<file path="config.mk">
export PLATFORM = sky130hd
export DESIGN_NAME = store_unit
export DESIGN_NICKNAME = d
export VERILOG_FILES = /design/src/rtl/store_pkg.sv /design/src/rtl/store_lane_align.sv /design/src/rtl/store_unit.sv
export SDC_FILE = /design/constraint.sdc
export NUM_CORES = 1
export LEC_CHECK = 0
export ABC_AREA = 0
export CORE_MARGIN = 2
export CORE_UTILIZATION = 30
export CTS_CLUSTER_SIZE = 14
export DETAILED_ROUTE_END_ITERATION = 10
export PLACE_DENSITY = 0.68
export SYNTH_ARGS = -nofsm -noshare
export SYNTH_HDL_FRONTEND = slang
export SYNTH_HIERARCHICAL = 1
export SYNTH_SLANG_ARGS = --single-unit
</file>
<file path="constraint.sdc">
create_clock -name clk -period 2.12 [get_ports clk]
set_input_delay 0.212 -clock clk [delete_from_list [all_inputs] [get_ports clk]]
set_output_delay 0.212 -clock clk [all_outputs]
set_load 0.02 [all_outputs]
</file>
<file path="src/rtl/store_pkg.sv">
// -----------------------------------------------------------------------------
// store_pkg
// Shared types and encodings for the store unit:
//   state_t  - store FSM states
//   F3_*     - funct3 store size encodings (sb/sh/sw/sd)
//   cause_t  - fault cause codes reported on fault_cause
// -----------------------------------------------------------------------------
package store_pkg;

   typedef enum logic [2:0] {
      ST_IDLE,
      ST_BEAT0,
      ST_BEAT1,
      ST_DONE,
      ST_FAULT
   } state_t;

   localparam logic [2:0] F3_SB = 3'b000;
   localparam logic [2:0] F3_SH = 3'b001;
   localparam logic [2:0] F3_SW = 3'b010;
   localparam logic [2:0] F3_SD = 3'b011;

   typedef enum logic [1:0] {
      CAUSE_NONE     = 2'b00,
      CAUSE_MISALIGN = 2'b01,
      CAUSE_ILLEGAL  = 2'b10,
      CAUSE_TIMEOUT  = 2'b11
   } cause_t;

endpackage : store_pkg

</file>
<file path="src/rtl/store_lane_align.sv">
// -----------------------------------------------------------------------------
// store_lane_align
// Combinational lane steering for a store. The store's bytes are placed on a
// double-width (two-word) bus at the byte offset; the low word is beat 0 and
// the high word is beat 1. Lanes not covered by the store are zero.
//
// Ports:
//   offset            in  byte offset of the address within a word
//   size_log2         in  log2 of the store size in bytes (funct3[1:0])
//   data              in  LSB-justified store data
//   be0 / wdata0      out byte enables / data for the first beat
//   be1 / wdata1      out byte enables / data for the second beat
//   needs_second_beat out store spills into the next word
// -----------------------------------------------------------------------------
module store_lane_align #(
   parameter  int XLEN  = 32,
   localparam int BYTES = XLEN / 8,
   localparam int OFF_W = $clog2(BYTES)
) (
   input  logic [OFF_W-1:0] offset,
   input  logic [1:0]       size_log2,
   input  logic [XLEN-1:0]  data,
   output logic [BYTES-1:0] be0,
   output logic [XLEN-1:0]  wdata0,
   output logic [BYTES-1:0] be1,
   output logic [XLEN-1:0]  wdata1,
   output logic             needs_second_beat
);

   logic [BYTES-1:0]   size_mask;
   logic [XLEN-1:0]    data_mask;
   logic [2*BYTES-1:0] be_wide;
   logic [2*XLEN-1:0]  data_wide;
   int                 n_bytes;

   always_comb begin
      // NOTE: every variable gets a default before any conditional logic so
      // no path leaves a value held, which would infer a latch.
      size_mask = '0;
      data_mask = '0;
      n_bytes   = 1 << size_log2;
      for (int i = 0; i < BYTES; i++) begin
         if (i < n_bytes) begin
            size_mask[i]        = 1'b1;
            data_mask[8*i +: 8] = 8'hFF;
         end
      end
      be_wide   = {{BYTES{1'b0}}, size_mask} << offset;
      data_wide = {{XLEN{1'b0}}, data & data_mask} << {offset, 3'b000};
   end

   assign be0               = be_wide[BYTES-1:0];
   assign be1               = be_wide[2*BYTES-1:BYTES];
   assign wdata0            = data_wide[XLEN-1:0];
   assign wdata1            = data_wide[2*XLEN-1:XLEN];
   assign needs_second_beat = |be1;

endmodule : store_lane_align

</file>
<file path="src/rtl/store_unit.sv">
// -----------------------------------------------------------------------------
// store_unit
// Multicycle store engine between the core and data memory. Accepts one
// request at a time, drives a held write beat with lane-aligned data and byte
// enables, waits for mem_ack with an optional per-beat timeout, and reports
// misaligned / illegal-size / timeout faults.
//
// Build option: define STORE_MISALIGNED_SPLIT_EN to issue misaligned stores
// (split into two beats when they cross a word) instead of faulting them.
//
// Ports:
//   clk, reset                 clock, asynchronous active-low reset
//   req_valid/req_ready        request handshake (ready only in IDLE)
//   req_addr/req_data/funct3   byte address, LSB-justified data, size code
//   mem_we/addr/wdata/be       registered write beat, held until mem_ack
//   mem_ack                    memory accepted the current beat
//   done                       one-cycle pulse on successful completion
//   fault/fault_cause          one-cycle pulse on abort, with its cause
// -----------------------------------------------------------------------------
module store_unit
   import store_pkg::*;
#(
   parameter int XLEN           = 32,
   parameter int ADDR_W         = 32,
   parameter int TIMEOUT_CYCLES = 16
) (
   input  logic                 clk,
   input  logic                 reset,
   input  logic                 req_valid,
   output logic                 req_ready,
   input  logic [ADDR_W-1:0]    req_addr,
   input  logic [XLEN-1:0]      req_data,
   input  logic [2:0]           req_funct3,
   output logic                 mem_we,
   output logic [ADDR_W-1:0]    mem_addr,
   output logic [XLEN-1:0]      mem_wdata,
   output logic [XLEN/8-1:0]    mem_be,
   input  logic                 mem_ack,
   output logic                 done,
   output logic                 fault,
   output logic [1:0]           fault_cause
);

   localparam int BYTES = XLEN / 8;
   localparam int OFF_W = $clog2(BYTES);
   localparam int CNT_W = (TIMEOUT_CYCLES > 1) ? $clog2(TIMEOUT_CYCLES) : 1;
   // Largest legal size code for this data width (sw on RV32, sd on RV64).
   localparam logic [1:0] SIZE_LOG2_MAX = (XLEN == 64) ? F3_SD[1:0] : F3_SW[1:0];

   state_t           state, state_nxt;
   cause_t           cause_q, cause_nxt;
   logic [CNT_W-1:0] cnt_q, cnt_nxt;

   logic [OFF_W-1:0] offset;
   logic [BYTES-1:0] be0, be1;
   logic [XLEN-1:0]  wd0, wd1;
   logic             needs_second;
   logic             accept, illegal, misaligned_fault, second_q, timeout_hit;
   logic             load_beat0, load_beat1, clear_beat;

   assign offset = req_addr[OFF_W-1:0];

   store_lane_align #(.XLEN(XLEN)) u_align (
      .offset            (offset),
      .size_log2         (req_funct3[1:0]),
      .data              (req_data),
      .be0               (be0),
      .wdata0            (wd0),
      .be1               (be1),
      .wdata1            (wd1),
      .needs_second_beat (needs_second)
   );

   assign req_ready   = (state == ST_IDLE);
   assign accept      = req_valid && req_ready;
   assign illegal     = req_funct3[2] || (req_funct3[1:0] > SIZE_LOG2_MAX);
   // Counter holds the number of un-acked cycles already spent in this beat,
   // so the last allowed cycle is the one where it equals TIMEOUT_CYCLES-1.
   assign timeout_hit = (TIMEOUT_CYCLES != 0) &&
                        (cnt_q == CNT_W'(TIMEOUT_CYCLES - 1));

`ifdef STORE_MISALIGNED_SPLIT_EN
   logic [BYTES-1:0] be1_q;
   logic [XLEN-1:0]  wd1_q;
   logic             second_r;

   assign misaligned_fault = 1'b0;
   assign second_q         = second_r;
`else
   logic unused_beat1;

   // Offset must be a multiple of the access size.
   assign misaligned_fault = |(offset & OFF_W'((4'd1 << req_funct3[1:0]) - 4'd1));
   assign second_q         = 1'b0;
   assign unused_beat1     = ^{be1, wd1, needs_second, load_beat1};
`endif

   // ---------------------------------------------------------------- next state
   always_comb begin
      state_nxt  = state;
      cause_nxt  = cause_q;
      cnt_nxt    = cnt_q;
      load_beat0 = 1'b0;
      load_beat1 = 1'b0;
      clear_beat = 1'b0;
      case (state)
         ST_IDLE: begin
            if (accept) begin
               cnt_nxt = '0;
               if (illegal) begin
                  state_nxt = ST_FAULT;
                  cause_nxt = CAUSE_ILLEGAL;
               end else if (misaligned_fault) begin
                  state_nxt = ST_FAULT;
                  cause_nxt = CAUSE_MISALIGN;
               end else begin
                  state_nxt  = ST_BEAT0;
                  load_beat0 = 1'b1;
               end
            end
         end
         ST_BEAT0, ST_BEAT1: begin
            // Ack is checked before the limit so a late ack still completes.
            if (mem_ack) begin
               cnt_nxt = '0;
               if ((state == ST_BEAT0) && second_q) begin
                  state_nxt  = ST_BEAT1;
                  load_beat1 = 1'b1;
               end else begin
                  state_nxt  = ST_DONE;
                  clear_beat = 1'b1;
               end
            end else if (timeout_hit) begin
               state_nxt  = ST_FAULT;
               cause_nxt  = CAUSE_TIMEOUT;
               clear_beat = 1'b1;
            end else begin
               cnt_nxt = cnt_q + CNT_W'(1);
            end
         end
         ST_DONE, ST_FAULT: begin
            state_nxt = ST_IDLE;
         end
         default: begin
            state_nxt = ST_IDLE;
         end
      endcase
   end

   // ------------------------------------------------------------ state register
   always_ff @(posedge clk or negedge reset) begin
      // NOTE: sequential state uses non-blocking assignments so every register
      // samples pre-edge values regardless of statement order.
      if (!reset) begin
         state   <= ST_IDLE;
         cause_q <= CAUSE_NONE;
         cnt_q   <= '0;
      end else begin
         state   <= state_nxt;
         cause_q <= cause_nxt;
         cnt_q   <= cnt_nxt;
      end
   end

   // ---------------------------------------------------- beat output registers
   always_ff @(posedge clk or negedge reset) begin
      if (!reset) begin
         mem_addr  <= '0;
         mem_wdata <= '0;
         mem_be    <= '0;
`ifdef STORE_MISALIGNED_SPLIT_EN
         second_r  <= 1'b0;
         be1_q     <= '0;
         wd1_q     <= '0;
`endif
      end else if (load_beat0) begin
         mem_addr  <= {req_addr[ADDR_W-1:OFF_W], {OFF_W{1'b0}}};
         mem_wdata <= wd0;
         mem_be    <= be0;
`ifdef STORE_MISALIGNED_SPLIT_EN
         second_r  <= needs_second;
         be1_q     <= be1;
         wd1_q     <= wd1;
      end else if (load_beat1) begin
         mem_addr  <= mem_addr + ADDR_W'(BYTES);
         mem_wdata <= wd1_q;
         mem_be    <= be1_q;
         second_r  <= 1'b0;
`endif
      end else if (clear_beat) begin
         mem_addr  <= '0;
         mem_wdata <= '0;
         mem_be    <= '0;
      end
   end

   assign mem_we      = (state == ST_BEAT0) || (state == ST_BEAT1);
   assign done        = (state == ST_DONE);
   assign fault       = (state == ST_FAULT);
   assign fault_cause = fault ? cause_q : CAUSE_NONE;

endmodule : store_unit

</file>
==> results of run 1 <==
==> metrics by stage <==
stage / instance area [µm²] / instances
4_1_cts: 5380 / 582
3_5_place_dp: 5020 / 565
5_1_grt: 5390 / 582
3_3_place_gp: 5020 / 565
2_1_floorplan: 3530 / 303
6_report: 5390 / 582
==> per-layer routing <==
| layer | global-route usage (%) | vias to the layer above | part of all wire [%] |
|---|---|---|---|
| met4 | 4.63 | 0 | 1.3 |
| met2 | 25.0 | 122 | 46 |
| met1 | 23.4 | 1485 | 47 |
| li1 | - | 1425 | - |
| met3 | 4.10 | 12 | 6.1 |
| met5 | 0 | - | 0 |
==> critical path: stages (launching register included) <==
cell and delay (ps):
dfrtp_1 510, nor2_1 190, and3_1 180, clkdlybuf4s50_1 600
==> placed cells by master, fill, tap and decap left out, drive strengths merged, types with 9 or more instances in the layout <==
cell           instances
clkdlybuf4s50        140
dfrtp                 75
a22o                  66
and2                  17
nor2                  16
and3                  12
a21oi                 10
a31oi                  9
clkbuf                 9
buf                    9
==> power by group through the flow <==
stage	clock, mW	combinational (mW)	sequential (mW)
after floorplan	0	1.10	2.66
after global placement	0	2.74	2.24
after detailed placement	0	2.78	2.26
after CTS	1.83	2.78	2.24
after global routing	1.89	2.92	2.30
final	1.78	2.75	2.24
==> state kept, by name, indices dropped and copies added, names as in the netlist <==
register	count
mem_addr	30
mem_be	4
cause_q	2
mem_wdata	32
cnt_q	4
state	3
==> path summary, 6_finish.rpt <==
kind | start | endpoint
max in group asynchronous | reset | mem_wdata[25]$_DFFE_PN0P_
worst max register to register | cnt_q[0]$_DFFE_PN0P_ | cause_q[1]$_DFFE_PN0P_
worst min register to register | cause_q[1]$_DFFE_PN0P_ | cause_q[1]$_DFFE_PN0P_
worst min-delay path | reset | mem_addr[11]$_DFFE_PN0P_
worst max-delay path | state[0]$_DFFE_PN0P_ | fault_cause[0]
min in group clk | req_addr[6] | mem_addr[6]$_DFFE_PN0P_
==> repair_timing <==
action | CTS | global route
hold endpoints to repair | 40 | 0
endpoints found under the setup margin | 2 | 1
hold buffers | 1 | 0
gates resized for setup | 2 | 1
gates cloned | 0 | 0
==> final cells by class <==
class                           count  share of cell area [%]
Clock buffer                        9                    4.18
Inverter                            2                   0.139
Multi-Input combinational cell    195                    26.9
Clock inverter                      7                    2.30
Tap cell                          143                    3.32
Sequential cell                    75                    34.9
Timing Repair Buffer              151                    28.3
==> results by group, run 1 <==
Outcome
  – Outcome: finished, final reports clean

Placed design
  – GPL Wtd Cong: 0.884
  – I/O Buffers: 142
  – Detailed placer's ending HPWL: 7410 µm
  – Pre-CTS setup slack: 122 ps

Layout
  – Fin util: 47.2%
  – Share of layout cells above drive strength 1: 7.74%
  – Area growth from synthesis to layout: 52.9%
  – Ant diodes: 0
  – Area of the multi-input gates: 0.00145 mm²
  – Final nets: 506
  – Fillers: 1090
  – Sequential Area: 0.00188 mm²

Pwr
  – Static Leak: 2.36 nW
  – Switch Pwr: 2.35 mW
  – Logic pwr share: 40.7%
  – Clock power frac: 26.2%
  – Sequential share of power: 33.1%
  – Pwr dens: 1260 mW/mm²
  – Total Power: 6.77 mW
  – Sw frac: 34.7%
  – Worst VDD drop: 774 µV
  – Internal Pwr Total: 4.42 mW

STA
  – Final Worst Setup Slack: 98.8 ps
  – Layout Skew: 12.7 ps
  – Slew Viols, Final: 0
  – Worst hold margin: 414 ps
  – Final Setup Violations: 0
  – Max Clk Rate: 495 MHz
  – Crit share post-route: 95.3%
  – Setup TNS: 0 ps
  – Worst-margin pin slew: 858 ps
  – Fin crit period: 2020 ps
  – Max-slew headroom: 42.6%
  – RSZ-0062 raised after global routing: no
  – Hold Vio Cnt, Final: 0

GRT
  – Global route overflow: 0
  – Total GRT Usage: 16.4%
  – Initial antenna violation count: 0
  – First-pass GRT wire length: 16400 µm
  – Largest net degree at the start of global routing: 67
  – Vias in the first global route: 3020

Floorplan
  – FP Rows: 39
  – Die Y: 112 µm
  – Die X: 112 µm
  – Placeable core area: 0.0114 mm²
  – Die ar.: 0.0126 mm²
  – I/O pin cnt: 145
  – Initial Util: 30.9%

Clocking
  – H-tree levels: 3
  – TritonCTS Buffers: 9
  – Worst-path clk slew: 60 ps
  – CTS Sinks: 75
  – CTS Root Cell: clkbuf_16
  – Setup bufs post-CTS: 0
  – CTS Buffer Depth: 2
  – Clk_lat worst skew: 340 ps
  – CTS tree: built

Routing
  – Antenna Nets Post-Route: 0
  – Final routed DRC violation total: 0
  – Avg WL per Cell: 17.8 µm
  – Final WL: 10300 µm
  – TritonRoute pass-1 iters: 4
  – Vias: 3044
  – Post-DR vias/cell: 5.23
  – First DRT Iteration DRCs: 151

Setup path
  – CP max FO: 8
  – Reg-to-reg slack, setup: 340 ps
  – Crit Path Category: reg2out
  – Worst Path Arrival: 1810 ps
  – Crit start category: flip-flop
  – Worst Reg-to-Reg Cells: 5
  – Crit. End Element: primary output
  – WP data required: 1910 ps

Worst hold path
  – Hold Path Class: in2async

Logic synthesis
  – Synth Instances: 302
  – Synth Warn #: 6
  – Syn_area_per_cell: 11.7 µm²
  – Post-synthesis instance area: 0.00352 mm²

Job
  – Max-cap viol count: 0
Power figures use the tool's default switching activity.
==> inputs of run 2 (changes only) <==
SLEW_MARGIN = 20   (was default)
==> results of run 2 <==
The final DEF is identical to that of run 1; final timing and power are the same.
==> inputs of run 3 (changes only) <==
--- a/config.mk
+++ b/config.mk
@@ -8,7 +8,9 @@
 export ABC_AREA = 0
+export CELL_PAD_IN_SITES_DETAIL_PLACEMENT = 2
+export CELL_PAD_IN_SITES_GLOBAL_PLACEMENT = 2
 export CORE_MARGIN = 2
-export CORE_UTILIZATION = 30
+export CORE_UTILIZATION = 27
 export CTS_CLUSTER_SIZE = 14
 export DETAILED_ROUTE_END_ITERATION = 10
-export PLACE_DENSITY = 0.68
+export PLACE_DENSITY = 0.91
 export SLEW_MARGIN = 20
--- a/constraint.sdc
+++ b/constraint.sdc
@@ -3,2 +3,2 @@
 set_output_delay 0.212 -clock clk [all_outputs]
-set_load 0.02 [all_outputs]
+set_load 0.05 [all_outputs]
==> results by group, run 3 (synthesized netlist as in run 1, its figures left out) <==
STA
  – Fin crit period: 1850 ps (-166 ps)
  – Hold Vio Cnt, Final: 0 (unchanged)
  – Crit share post-route: 87.5% (-7.9 points)
  – Layout Skew: 4.24 ps (-8.51 ps)
  – Final Setup Violations: 0 (unchanged)
  – Final Worst Setup Slack: 265 ps (+166 ps)
  – RSZ-0062 raised after global routing: no
  – Slew Viols, Final: 0 (unchanged)
  – Setup TNS: 0 ps (unchanged)
  – Max-slew headroom: 49.6% (+7.0 points)
  – Worst-margin pin slew: 749 ps (-109 ps)
  – Max Clk Rate: 539 MHz (+9.0%)

Placed design
  – Post-Place Cell Area: 0.00506 mm² (+0.77%)
  – GPL Wtd Cong: 0.771 (-13%)
  – Pre-CTS setup slack: 62.2 ps (-59.7 ps)
  – Detailed placer's ending HPWL: 9440 µm (+27%)
  – I/O Buffers: 142 (unchanged)
  – Placed cell count: 594 (+5.1%)

Setup path
  – CP max FO: 66 (+58)
  – WP data required: 2340 ps (+430 ps)
  – Crit Path Category: reg2reg
  – Crit start category: flip-flop
  – Crit. End Element: flip-flop
  – Worst Path Arrival: 2080 ps (+270 ps)

Clocking
  – TritonCTS Buffers: 9 (unchanged)
  – CTS Buffer Depth: 2 (unchanged)
  – CTS Root Cell: clkbuf_16
  – CTS Sinks: 75 (unchanged)
  – Clk_lat worst skew: 340 ps (about the same)
  – Worst-path clk slew: 60 ps (about the same)
  – Setup bufs post-CTS: 0 (unchanged)
  – CTS resizes: 0 (-2)
  – CTS Hold Buffers Added: 1 (unchanged)
  – H-tree levels: 3 (unchanged)
  – CTS tree: built

GRT
  – Global route overflow: 0 (unchanged)
  – Initial antenna violation count: 0 (unchanged)
  – First-pass GRT wire length: 20600 µm (+26%)
  – Vias in the first global route: 3517 (+16%)
  – Total GRT Usage: 19.0% (+2.6 points)
  – Largest net degree at the start of global routing: 67 (unchanged)

Pwr
  – Pwr dens: 1450 mW/mm² (+15%)
  – Total Power: 7.79 mW (+15%)
  – Static Leak: 2.36 nW (about the same)
  – Worst VDD drop: 813 µV (+5.0%)

Routing
  – Post-DR vias/cell: 5.12 (-2.1%)
  – Final WL: 12900 µm (+25%)
  – Avg WL per Cell: 21.2 µm (+19%)
  – Antenna Nets Post-Route: 0 (unchanged)
  – First DRT Iteration DRCs: 145 (-4.0%)
  – Final routed DRC violation total: 0 (unchanged)
  – TritonRoute pass-1 iters: 4 (unchanged)
  – Vias: 3124 (+2.6%)

Layout
  – Biggest register: mem_wdata
  – Most common cell after layout, fill and taps aside: clkdlybuf4s50_1
  – Final nets: 506 (unchanged)
  – Area growth from synthesis to layout: 52.9% (about the same)
  – Most frequent cells in the layout: 135 x clkdlybuf4s50_1, 75 x dfrtp_1, 66 x a22o_1, 17 x and2_1, 15 x nor2_1
  – Cell Count, Final, Fillers Out: 610 (+4.8%)
  – Largest regs: mem_wdata (32), mem_addr (30)
  – Design Area, Final: 0.00539 mm² (about the same)
  – Fillers: 1314 (+21%)
  – Share of layout cells above drive strength 1: 8.68% (+0.93 points)
  – Max reg flops: 32 (unchanged)
  – Ant diodes: 0 (unchanged)

Floorplan
  – Placeable core area: 0.0127 mm² (+11%)
  – I/O pin cnt: 145 (unchanged)
  – FP Rows: 41 (+5.1%)
  – Die Y: 118 µm (+5.2%)
  – Die X: 118 µm (+5.2%)
  – Initial Util: 27.8% (-3.1 points)
  – Die ar.: 0.0140 mm² (+11%)

Outcome
  – Outcome: finished, final reports clean

Job
  – Max-cap viol count: 0 (unchanged)

Worst hold path
  – Hold Path Class: in2async
## run 3: path summary, 6_finish.rpt
check                                         start                        to  slack (ps)  cells past startpoint
max                            state[1]$_DFFE_PN0P_   mem_addr[8]$_DFFE_PN0P_         270                      5
min reg2reg                mem_wdata[4]$_DFFE_PN0P_  mem_wdata[4]$_DFFE_PN0P_         500                      1
min                                           reset   mem_addr[2]$_DFFE_PN0P_         340                      2
max reg2reg                    state[1]$_DFFE_PN0P_   mem_addr[8]$_DFFE_PN0P_         270                      5
max in group asynchronous                     reset  mem_wdata[3]$_DFFE_PN0P_        1180                      3
min in group clk                        req_addr[2]   mem_addr[2]$_DFFE_PN0P_         480                      2
## run 3: stage by stage
step | hold WS (ps) | utilization (%)
floorplan | -83.6 | -
global route | 357 | 42.5
finish | 339 | 42.5
CTS | 334 | 42.5
detailed placement | 163 | 39.9
global placement | 155 | 39.9
## run 3: worst max-delay path, stage by stage, from the launching register on
cell,delay [ps]
dfrtp_1,540
nor4_4,360
o211a_2,300
a21oi_4,50
buf_12,190
a22o_1,240
## run 3: area by class of cell
cell class	count	area, µm²	area share (%)
Tap cell	172	215	3.99
Multi-Input combinational cell	195	1450	26.9
Clock inverter	5	77.6	1.44
Timing Repair Buffer	151	1520	28.3
Sequential cell	75	1880	34.8
Inverter	2	7.51	0.139
Clock buffer	10	239	4.44
## run 3: layer usage
layer	routed length, µm	track usage (%)	vias to the layer above	part of all wire [%]
met5	0	0	-	0
met4	183	6.70	0	1.4
met3	717	4.87	14	5.6
met2	6230	30.7	125	48
met1	5780	24.7	1576	45
li1	-	-	1409	-
## run 3: where the power goes
group | total (mW) | leakage (nW) | switching (mW) | internal (mW)
sequential | 2.26 | 1.02 | 0.369 | 1.89
clock | 1.67 | 0.154 | 0.619 | 1.05
combinational | 3.86 | 1.19 | 2.50 | 1.36
total | 7.79 | 2.36 | 3.49 | 4.30
